File: src/rtl/hps_fpga_pkg.sv
`default_nettype none
// ============================================================================
//  Module      : hps_fpga_pkg
//  Description : Shared definitions for the HPS<->FPGA mailbox: register
//                offsets, STATUS/CONTROL/FLAGS bit positions and a helper
//                that packs the STATUS word.
//  Ports       : (package, none)
//  Revision    : 1.0 - initial release
// ============================================================================
package hps_fpga_pkg;

  // Register offsets within a channel (avs_address[1:0])
  localparam logic [1:0] c_reg_data    = 2'd0;
  localparam logic [1:0] c_reg_status  = 2'd1;
  localparam logic [1:0] c_reg_control = 2'd2;
  localparam logic [1:0] c_reg_flags   = 2'd3;

  // STATUS bit positions
  localparam int c_st_tx_lvl_lsb = 0;
  localparam int c_st_rx_lvl_lsb = 8;
  localparam int c_st_tx_full    = 16;
  localparam int c_st_rx_empty   = 17;
  localparam int c_st_tx_ovf     = 18;
  localparam int c_st_rx_unf     = 19;

  // CONTROL bit positions (flush bits are strobes and read back as 0)
  localparam int c_ctl_tx_flush = 0;
  localparam int c_ctl_rx_flush = 1;
  localparam int c_ctl_irq_en   = 2;

  // FLAGS bit positions (write 1 to clear)
  localparam int c_flg_tx_ovf = 0;
  localparam int c_flg_rx_unf = 1;

  function automatic logic [31:0] pack_status(
    input logic [7:0] tx_lvl,
    input logic [7:0] rx_lvl,
    input logic       tx_full,
    input logic       rx_empty,
    input logic       tx_ovf,
    input logic       rx_unf
  );
    logic [31:0] s;
    s = '0;
    s[c_st_tx_lvl_lsb +: 8] = tx_lvl;
    s[c_st_rx_lvl_lsb +: 8] = rx_lvl;
    s[c_st_tx_full]         = tx_full;
    s[c_st_rx_empty]        = rx_empty;
    s[c_st_tx_ovf]          = tx_ovf;
    s[c_st_rx_unf]          = rx_unf;
    return s;
  endfunction

endpackage
`default_nettype wire

File: src/rtl/mbox_sync_fifo.sv
`default_nettype none
// ============================================================================
//  Module      : mbox_sync_fifo
//  Description : Single-clock FIFO with flush and occupancy level. Full and
//                empty come from the registered level, so a push into a full
//                FIFO is dropped even if a pop happens the same cycle, and a
//                word pushed into an empty FIFO shows up one cycle later.
//  Ports       : clk, rst (async, active high)
//                push/push_data - write request (ignored when full)
//                pop            - read request (ignored when empty)
//                flush          - empties the FIFO, overrides push/pop
//                head           - word at the read pointer
//                level/full/empty - occupancy
//  Revision    : 1.0 - initial release
// ============================================================================
module mbox_sync_fifo
  import hps_fpga_pkg::*;
#(
  parameter  int DATA_W = 32,
  parameter  int DEPTH  = 16,
  localparam int AW     = $clog2(DEPTH),
  localparam int LW     = AW + 1
) (
  input  logic              clk,
  input  logic              rst,
  input  logic              push,
  input  logic [DATA_W-1:0] push_data,
  input  logic              pop,
  input  logic              flush,
  output logic [DATA_W-1:0] head,
  output logic [LW-1:0]     level,
  output logic              full,
  output logic              empty
);

  logic [AW-1:0]     wr_ptr_q, wr_ptr_d;
  logic [AW-1:0]     rd_ptr_q, rd_ptr_d;
  logic [LW-1:0]     level_q, level_d;
  logic [DATA_W-1:0] mem_q [DEPTH];
  logic              do_push, do_pop;

  assign full    = (level_q == LW'(DEPTH));
  assign empty   = (level_q == '0);
  assign do_push = push & ~full  & ~flush;
  assign do_pop  = pop  & ~empty & ~flush;
  assign level   = level_q;
  assign head    = mem_q[rd_ptr_q];

  // Pointers wrap naturally because DEPTH is a power of two.
  always_comb begin
    wr_ptr_d = wr_ptr_q;
    rd_ptr_d = rd_ptr_q;
    level_d  = level_q;
    if (flush) begin
      wr_ptr_d = '0;
      rd_ptr_d = '0;
      level_d  = '0;
    end else begin
      if (do_push) wr_ptr_d = wr_ptr_q + AW'(1);
      if (do_pop)  rd_ptr_d = rd_ptr_q + AW'(1);
      case ({do_push, do_pop})
        2'b10:   level_d = level_q + LW'(1);
        2'b01:   level_d = level_q - LW'(1);
        default: level_d = level_q;
      endcase
    end
  end

  always_ff @(posedge clk or posedge rst) begin
    if (rst) begin
      wr_ptr_q <= '0;
      rd_ptr_q <= '0;
      level_q  <= '0;
    end else begin
      wr_ptr_q <= wr_ptr_d;
      rd_ptr_q <= rd_ptr_d;
      level_q  <= level_d;
    end
  end

  // Storage needs no reset: the level alone decides what is valid.
  always_ff @(posedge clk) begin
    if (do_push) mem_q[wr_ptr_q] <= push_data;
  end

endmodule
`default_nettype wire

File: src/rtl/hps_fpga_mailbox.sv
`default_nettype none
// ============================================================================
//  Module      : hps_fpga_mailbox
//  Description : Multi-channel HPS<->FPGA mailbox. Each channel has a TX FIFO
//                (HPS writes DATA, FPGA drains a valid/ready stream) and an RX
//                FIFO (FPGA pushes a valid/ready stream, HPS reads DATA).
//                Avalon-MM slave, zero wait states, one-cycle read latency.
//  Ports       : clk_clk, reset_reset (async, active high)
//                avs_*         - Avalon-MM slave, address = {channel, reg}
//                tx_*          - HPS-to-FPGA streams, one lane per channel
//                rx_*          - FPGA-to-HPS streams, one lane per channel
//                irq           - interrupt to HPS
//  Options     : HPS_MBOX_IRQ_EN - per-channel irq_en in CONTROL[2] and a
//                registered irq; without it irq is tied low.
//  Revision    : 1.0 - initial release
// ============================================================================
module hps_fpga_mailbox
  import hps_fpga_pkg::*;
#(
  parameter  int NUM_CH = 4,
  parameter  int DATA_W = 32,
  parameter  int DEPTH  = 16,
  localparam int CH_W   = (NUM_CH > 1) ? $clog2(NUM_CH) : 1,
  localparam int LW     = $clog2(DEPTH) + 1
) (
  input  logic                     clk_clk,
  input  logic                     reset_reset,
  input  logic [CH_W+1:0]          avs_address,
  input  logic                     avs_write,
  input  logic                     avs_read,
  input  logic [DATA_W-1:0]        avs_writedata,
  output logic [DATA_W-1:0]        avs_readdata,
  output logic                     avs_readdatavalid,
  output logic [NUM_CH*DATA_W-1:0] tx_data,
  output logic [NUM_CH-1:0]        tx_valid,
  input  logic [NUM_CH-1:0]        tx_ready,
  input  logic [NUM_CH*DATA_W-1:0] rx_data,
  input  logic [NUM_CH-1:0]        rx_valid,
  output logic [NUM_CH-1:0]        rx_ready,
  output logic                     irq
);

  logic [CH_W-1:0] acc_ch;
  logic [1:0]      acc_reg;
  logic            acc_ch_ok;
  logic            wr_en, rd_en;

  assign acc_ch    = avs_address[CH_W+1:2];
  assign acc_reg   = avs_address[1:0];
  assign acc_ch_ok = (int'(acc_ch) < NUM_CH);
  // A cycle with both strobes is a no-op; reads of absent channels still
  // complete (returning 0), writes to them are dropped.
  assign wr_en     = avs_write & ~avs_read & acc_ch_ok;
  assign rd_en     = avs_read & ~avs_write;

  logic [LW-1:0]     tx_level [NUM_CH];
  logic [LW-1:0]     rx_level [NUM_CH];
  logic [DATA_W-1:0] rx_head  [NUM_CH];
  logic [NUM_CH-1:0] tx_full, tx_empty, rx_full, rx_empty;
  logic [NUM_CH-1:0] tx_ovf_set, tx_ovf_clr, rx_unf_set, rx_unf_clr, ctl_wr;
  logic [NUM_CH-1:0] tx_ovf_q, tx_ovf_d, rx_unf_q, rx_unf_d;

  for (genvar i = 0; i < NUM_CH; i++) begin : g_ch
    logic sel, data_wr, data_rd;

    assign sel     = acc_ch_ok && (acc_ch == CH_W'(i));
    assign data_wr = wr_en & sel & (acc_reg == c_reg_data);
    assign data_rd = rd_en & sel & (acc_reg == c_reg_data);
    assign ctl_wr[i] = wr_en & sel & (acc_reg == c_reg_control);

    // Over/underflow judged on the pre-cycle level, same as the FIFO.
    assign tx_ovf_set[i] = data_wr & tx_full[i];
    assign rx_unf_set[i] = data_rd & rx_empty[i];
    assign tx_ovf_clr[i] = wr_en & sel & (acc_reg == c_reg_flags) & avs_writedata[c_flg_tx_ovf];
    assign rx_unf_clr[i] = wr_en & sel & (acc_reg == c_reg_flags) & avs_writedata[c_flg_rx_unf];

    mbox_sync_fifo #(.DATA_W(DATA_W), .DEPTH(DEPTH)) u_tx_fifo (
      .clk       (clk_clk),
      .rst       (reset_reset),
      .push      (data_wr),
      .push_data (avs_writedata),
      .pop       (tx_ready[i]),
      .flush     (ctl_wr[i] & avs_writedata[c_ctl_tx_flush]),
      .head      (tx_data[i*DATA_W +: DATA_W]),
      .level     (tx_level[i]),
      .full      (tx_full[i]),
      .empty     (tx_empty[i])
    );

    mbox_sync_fifo #(.DATA_W(DATA_W), .DEPTH(DEPTH)) u_rx_fifo (
      .clk       (clk_clk),
      .rst       (reset_reset),
      .push      (rx_valid[i]),
      .push_data (rx_data[i*DATA_W +: DATA_W]),
      .pop       (data_rd),
      .flush     (ctl_wr[i] & avs_writedata[c_ctl_rx_flush]),
      .head      (rx_head[i]),
      .level     (rx_level[i]),
      .full      (rx_full[i]),
      .empty     (rx_empty[i])
    );

    assign tx_valid[i] = ~tx_empty[i];
    assign rx_ready[i] = ~rx_full[i];
  end

  // Sticky flags: a same-cycle set beats the write-1-to-clear.
  always_comb begin
    tx_ovf_d = tx_ovf_set | (tx_ovf_q & ~tx_ovf_clr);
    rx_unf_d = rx_unf_set | (rx_unf_q & ~rx_unf_clr);
  end

`ifdef HPS_MBOX_IRQ_EN
  logic [NUM_CH-1:0] irq_en_q, irq_en_d;
  logic              irq_q, irq_d;

  always_comb begin
    for (int i = 0; i < NUM_CH; i++) begin
      irq_en_d[i] = ctl_wr[i] ? avs_writedata[c_ctl_irq_en] : irq_en_q[i];
    end
    irq_d = (|(irq_en_q & ~rx_empty)) | (|tx_ovf_q) | (|rx_unf_q);
  end

  always_ff @(posedge clk_clk or posedge reset_reset) begin
    if (reset_reset) begin
      irq_en_q <= '0;
      irq_q    <= 1'b0;
    end else begin
      irq_en_q <= irq_en_d;
      irq_q    <= irq_d;
    end
  end

  assign irq = irq_q;
`else
  assign irq = 1'b0;
`endif

  // Read mux: sampled from pre-cycle state, registered into readdata.
  logic [DATA_W-1:0] rd_val;

  always_comb begin
    rd_val = '0;
    for (int i = 0; i < NUM_CH; i++) begin
      if (acc_ch_ok && (acc_ch == CH_W'(i))) begin
        case (acc_reg)
          c_reg_data:    rd_val = rx_empty[i] ? '0 : rx_head[i];
          c_reg_status:  rd_val = DATA_W'(pack_status(8'(tx_level[i]), 8'(rx_level[i]),
                                                      tx_full[i], rx_empty[i],
                                                      tx_ovf_q[i], rx_unf_q[i]));
          c_reg_control: begin
`ifdef HPS_MBOX_IRQ_EN
            rd_val[c_ctl_irq_en] = irq_en_q[i];
`endif
          end
          default: begin
            rd_val[c_flg_tx_ovf] = tx_ovf_q[i];
            rd_val[c_flg_rx_unf] = rx_unf_q[i];
          end
        endcase
      end
    end
  end

  logic [DATA_W-1:0] readdata_q, readdata_d;
  logic              readdatavalid_q, readdatavalid_d;

  always_comb begin
    readdata_d      = rd_en ? rd_val : readdata_q;
    readdatavalid_d = rd_en;
  end

  always_ff @(posedge clk_clk or posedge reset_reset) begin
    if (reset_reset) begin
      readdata_q      <= '0;
      readdatavalid_q <= 1'b0;
      tx_ovf_q        <= '0;
      rx_unf_q        <= '0;
    end else begin
      readdata_q      <= readdata_d;
      readdatavalid_q <= readdatavalid_d;
      tx_ovf_q        <= tx_ovf_d;
      rx_unf_q        <= rx_unf_d;
    end
  end

  assign avs_readdata      = readdata_q;
  assign avs_readdatavalid = readdatavalid_q;

endmodule
`default_nettype wire

File: config.mk
export PLATFORM = sky130hd
export DESIGN_NAME = hps_fpga_mailbox
export DESIGN_NICKNAME = d
export VERILOG_FILES = /design/src/rtl/hps_fpga_pkg.sv /design/src/rtl/mbox_sync_fifo.sv /design/src/rtl/hps_fpga_mailbox.sv
export SDC_FILE = /design/constraint.sdc
export NUM_CORES = 2
export LEC_CHECK = 0
export ABC_AREA = 1
export CAP_MARGIN = 40
export CORE_MARGIN = 8
export CORE_UTILIZATION = 40
export CTS_CLUSTER_DIAMETER = 80
export DETAILED_ROUTE_END_ITERATION = 8
export SLEW_MARGIN = 20
export SYNTH_ARGS = -nofsm -noshare
export SYNTH_HDL_FRONTEND = slang
export SYNTH_HIERARCHICAL = 1
export SYNTH_SLANG_ARGS = --single-unit
File: constraint.sdc
create_clock -name clk_clk -period 5.2 [get_ports clk_clk]
set_clock_uncertainty 0.1 [all_clocks]
set_input_delay 0.52 -clock clk_clk [delete_from_list [all_inputs] [get_ports clk_clk]]
set_output_delay 0.52 -clock clk_clk [all_outputs]
set_load 0.01 [all_outputs]
==> results.toml <==
[final_layout]
finish.utilization_pct = 46.0
post-route-cell-area_um2 = 203000
final_net_count = 15133
ff_latch_area_um2 = 127000
post_route_cells_drive_above_1_share_pct = 8.50
n_fill_cell = 39154
multi_input_comb_area_um2 = 38100
syn2layout_area_growth_pct = 14.5

[timing]
rsz0062_at_grt = "false"
post-route-period-util_pct = 86.2
worst_slew_pin_slew_ns = 0.903
setup_slack_ns = 0.718
setup_total_negative_slack_ns = 0
max_freq_mhz = 223
timing.max_slew.rel_slack_pct = 39.8
setup_violations_final = 0
layout_min_cycle_time_ns = 4.48
final_hold_viol_count = 0
timing_max_transition_violations_final = 0

[floorplanning]
std_cell_rows = 244
die_area_um2 = 464000
ioPinCount = 346
core_um2 = 441000
die_width_um = 681
initial_utilization_pct = 40.1
die_h_um = 681

[critical_path]
timing.critical_path.cells = "buf_12 > buf_4 > o211ai_1 > nand3_1 > nand3_1 > nand2_1 > clkdlybuf4s50_1"
critical_path.max_fanout = 40
timing.setup.critical_path_class = "flop to output pin"
path_buf_inv = 3
endpoint_kind = "output pin"
worst_path_most_repeated_cell = "sky130_fd_sc_hd__nand3_1"
cp_top_delay_family = "buffers and inverters"
cp.arrival_ns = 3.86
critical_path.startpoint_type = "flop"
critical_path.slowest_cell = "sky130_fd_sc_hd__dfrtp_4"
worst_path_max_stage_delay_ns = 0.69
cp.required_ns = 4.58

[routing]
post-route-drc-count = 0
drt-wirelength-per-cell_um = 22.5
detail-route-antenna-nets = 0
drt_pre_antenna_iters = 8
drt_iter0_drc = 10918
route.vias.total = 110852
wl_um = 477000
vias_per_cell = 5.23

[clock_tree]
number_of_sinks_on_the_clock_net = 4241
root_buffer = "sky130_fd_sc_hd__clkbuf_16"
cts_tree = "done"
worst_skew_pair.late_latency_ns = 1.00
clkTransAtPathRegs_ns = 0.06
ctsResizeCount = 0
cts-buffers-inserted = 438
ctsLongestPathBuffers = 4
htreeDepth = 5

[power]
pwr_density_cell_nw_per_um2 = 505
worst_ir_drop_vdd_mv = 0.315
total_leakage_power_nw = 73.1
totalPowerFinal_mw = 102

[logic_synthesis]
postSynthAreaPerCell_um2 = 12.1
ys_ff_latch = 4241
yosys.area.top_type_share_pct = 69.4
synth-seq-area-share_pct = 71.5
yosysUniqueCellTypes = 32
synth.top_cells.by_area = "sky130_fd_sc_hd__edfxtp_1, sky130_fd_sc_hd__nand3_1, sky130_fd_sc_hd__inv_1, sky130_fd_sc_hd__o211ai_1, sky130_fd_sc_hd__nand2_1"
ys.warnings.count = 6
syn_inst = 14600
netlist_area_before_placement_um2 = 177000
synth_top_area_cell = "sky130_fd_sc_hd__edfxtp_1"
postSynthNetCount = 14848

[grt]
grt_remaining_overflow = 0
number_of_antenna_violations_at_the_first_check_in_global_routing = 56
first_global_vias = 104859
largest_net_degree_at_the_start_of_global_routing = 165
track_usage_pct = 19.9
grt_pass1_wl_um = 701000

[placed_design]
place.port_buffers = 344
post_dp_cell_area_um2 = 188000
dp_hpwl_um = 301000
routability_congestion_estimate_from_global_placement = 0.866
detailedPlace.worstSlack_ns = 0.822

[worst_hold_path]
hold_class = "primary input to flop"

[job]
drv.max_cap_violation_count = 0

[run_status]
outcome = "complete, no violations"
layout by cell type, fill, tap and decap left out, drive strengths merged, types with 145 or more instances in the layout:
cell,n
nand3,1706
inv,2227
nor2,259
edfxtp,4096
clkbuf,546
nand2,1872
dfrtp,145
buf,411
o21ai,1148
o211ai,1024
clkinv,223
clkdlybuf4s50,312
a21oi,1086
state kept, by name, indices dropped and copies added, names as in the netlist:
signal,flops
g_ch.u_rx_fifo/level,20
g_ch.u_tx_fifo/mem_q,2048
rx_unf_q,4
g_ch.u_tx_fifo/level,20
g_ch.u_tx_fifo/rd_ptr_q,16
g_ch.u_rx_fifo/mem_q,2048
avs_readdata,32
avs_readdatavalid,1
tx_ovf_q,4
g_ch.u_rx_fifo/wr_ptr_q,16
g_ch.u_rx_fifo/rd_ptr_q,16
g_ch.u_tx_fifo/wr_ptr_q,16
per-layer routing:
metal | part of all wire (%) | track usage [%]
met3 | 6.4 | 2.81
met1 | 42 | 27.1
met2 | 47 | 32.2
met5 | 0.038 | 0
met4 | 4.2 | 7.70
final cells by class:
cell class	count	share of cell area, %
inverter	2220	4.11
antenna	25	0.0309
clock inverter	268	1.22
multi-input combinational	7234	18.8
tap	5904	3.64
timing repair buffer	750	4.04
sequential	4241	62.5
clock buffer	546	5.68
report_power, final:
| part | switching (mW) | total (mW) | internal, mW |
|---|---|---|---|
| combinational | 20.9 | 30.5 | 9.63 |
| sequential | 1.72 | 41.1 | 39.4 |
| clock | 13.2 | 30.6 | 17.4 |
| total | 35.8 | 102 | 66.5 |
timing repair:
action | CTS | global route
setup buffers | 0 | 0
hold buffers | 24 | 3
endpoints found under the hold margin | 372 | 39
path summary, 6_finish.rpt:
check,startpoint,end,slack (ns),depth (start not counted)
worst max-delay path,g_ch[2].u_tx_fifo/rd_ptr_q[1],tx_data[75],0.72,7
worst min-delay path,avs_writedata[16],g_ch[0].u_tx_fifo/mem_q[9][16],0.1,1
worst max register to register,g_ch[1].u_rx_fifo/rd_ptr_q[3],avs_readdata[27],1.83,9
worst min register to register,rx_unf_q[3],rx_unf_q[3],0.44,2
max in group asynchronous,reset_reset,avs_readdata[30],4.25,4
min in group asynchronous,reset_reset,rx_unf_q[1],0.14,3
cell usage after synthesis:
| cell | n |
|---|---|
| sky130_fd_sc_hd__a21oi_1 | 1086 |
| sky130_fd_sc_hd__buf_1 | 82 |
| sky130_fd_sc_hd__buf_2 | 480 |
| sky130_fd_sc_hd__buf_4 | 25 |
| sky130_fd_sc_hd__buf_6 | 122 |
| sky130_fd_sc_hd__clkbuf_1 | 196 |
| sky130_fd_sc_hd__clkinv_1 | 8 |
| sky130_fd_sc_hd__conb_1 | 1 |
| sky130_fd_sc_hd__dfrtp_1 | 145 |
| sky130_fd_sc_hd__edfxtp_1 | 4096 |
| sky130_fd_sc_hd__fa_1 | 8 |
| sky130_fd_sc_hd__ha_1 | 64 |
| sky130_fd_sc_hd__inv_1 | 2195 |
| sky130_fd_sc_hd__inv_2 | 17 |
| sky130_fd_sc_hd__nand2_1 | 1817 |
| sky130_fd_sc_hd__nand2_2 | 52 |
| sky130_fd_sc_hd__nand2_4 | 3 |
| sky130_fd_sc_hd__nand3_1 | 1690 |
| sky130_fd_sc_hd__nand3_2 | 16 |
| sky130_fd_sc_hd__nand3b_1 | 8 |
| sky130_fd_sc_hd__nand4_1 | 10 |
| sky130_fd_sc_hd__nor2_1 | 232 |
| sky130_fd_sc_hd__nor2_2 | 22 |
| sky130_fd_sc_hd__nor2_4 | 4 |
| sky130_fd_sc_hd__nor2_8 | 1 |
| sky130_fd_sc_hd__nor3_1 | 32 |
| sky130_fd_sc_hd__o211ai_1 | 1024 |
| sky130_fd_sc_hd__o21ai_0 | 777 |
| sky130_fd_sc_hd__o21ai_1 | 367 |
| sky130_fd_sc_hd__o21ai_2 | 4 |
| sky130_fd_sc_hd__xnor2_1 | 8 |
| sky130_fd_sc_hd__xor2_1 | 8 |
worst reg2reg max path: stages (launching register included):
cell	delay, ns
sky130_fd_sc_hd__dfrtp_2	0.34
sky130_fd_sc_hd__buf_4	0.44
sky130_fd_sc_hd__clkinv_1	0.77
sky130_fd_sc_hd__buf_4	0.49
sky130_fd_sc_hd__nand3_1	0.14
sky130_fd_sc_hd__nand2_1	0.23
sky130_fd_sc_hd__nand2_1	0.21
sky130_fd_sc_hd__nand2_1	0.08
sky130_fd_sc_hd__nand3_1	0.30
sky130_fd_sc_hd__o21ai_1	0.09
metrics by stage:
step	hold WS, ns	cells
floorplan	0.297	14600
finish	0.0990	21188
global route	0.0600	21174
detailed placement	0.428	20310
global placement	0.427	20254
CTS	0.00884	21148
logic make-up after synthesis:
kind of cell,after synthesis,synth area share (%)
AOI/OAI and AO/OA,3258,10.7
buffers and inverters,3125,7.53
other,1,0.00212
xor gates and xnor gates,16,0.0791
and+or+nand+nor,3887,9.69
adders and majority gates,72,0.543
DFF,4241,71.5
(Power assumes the default switching activity.)
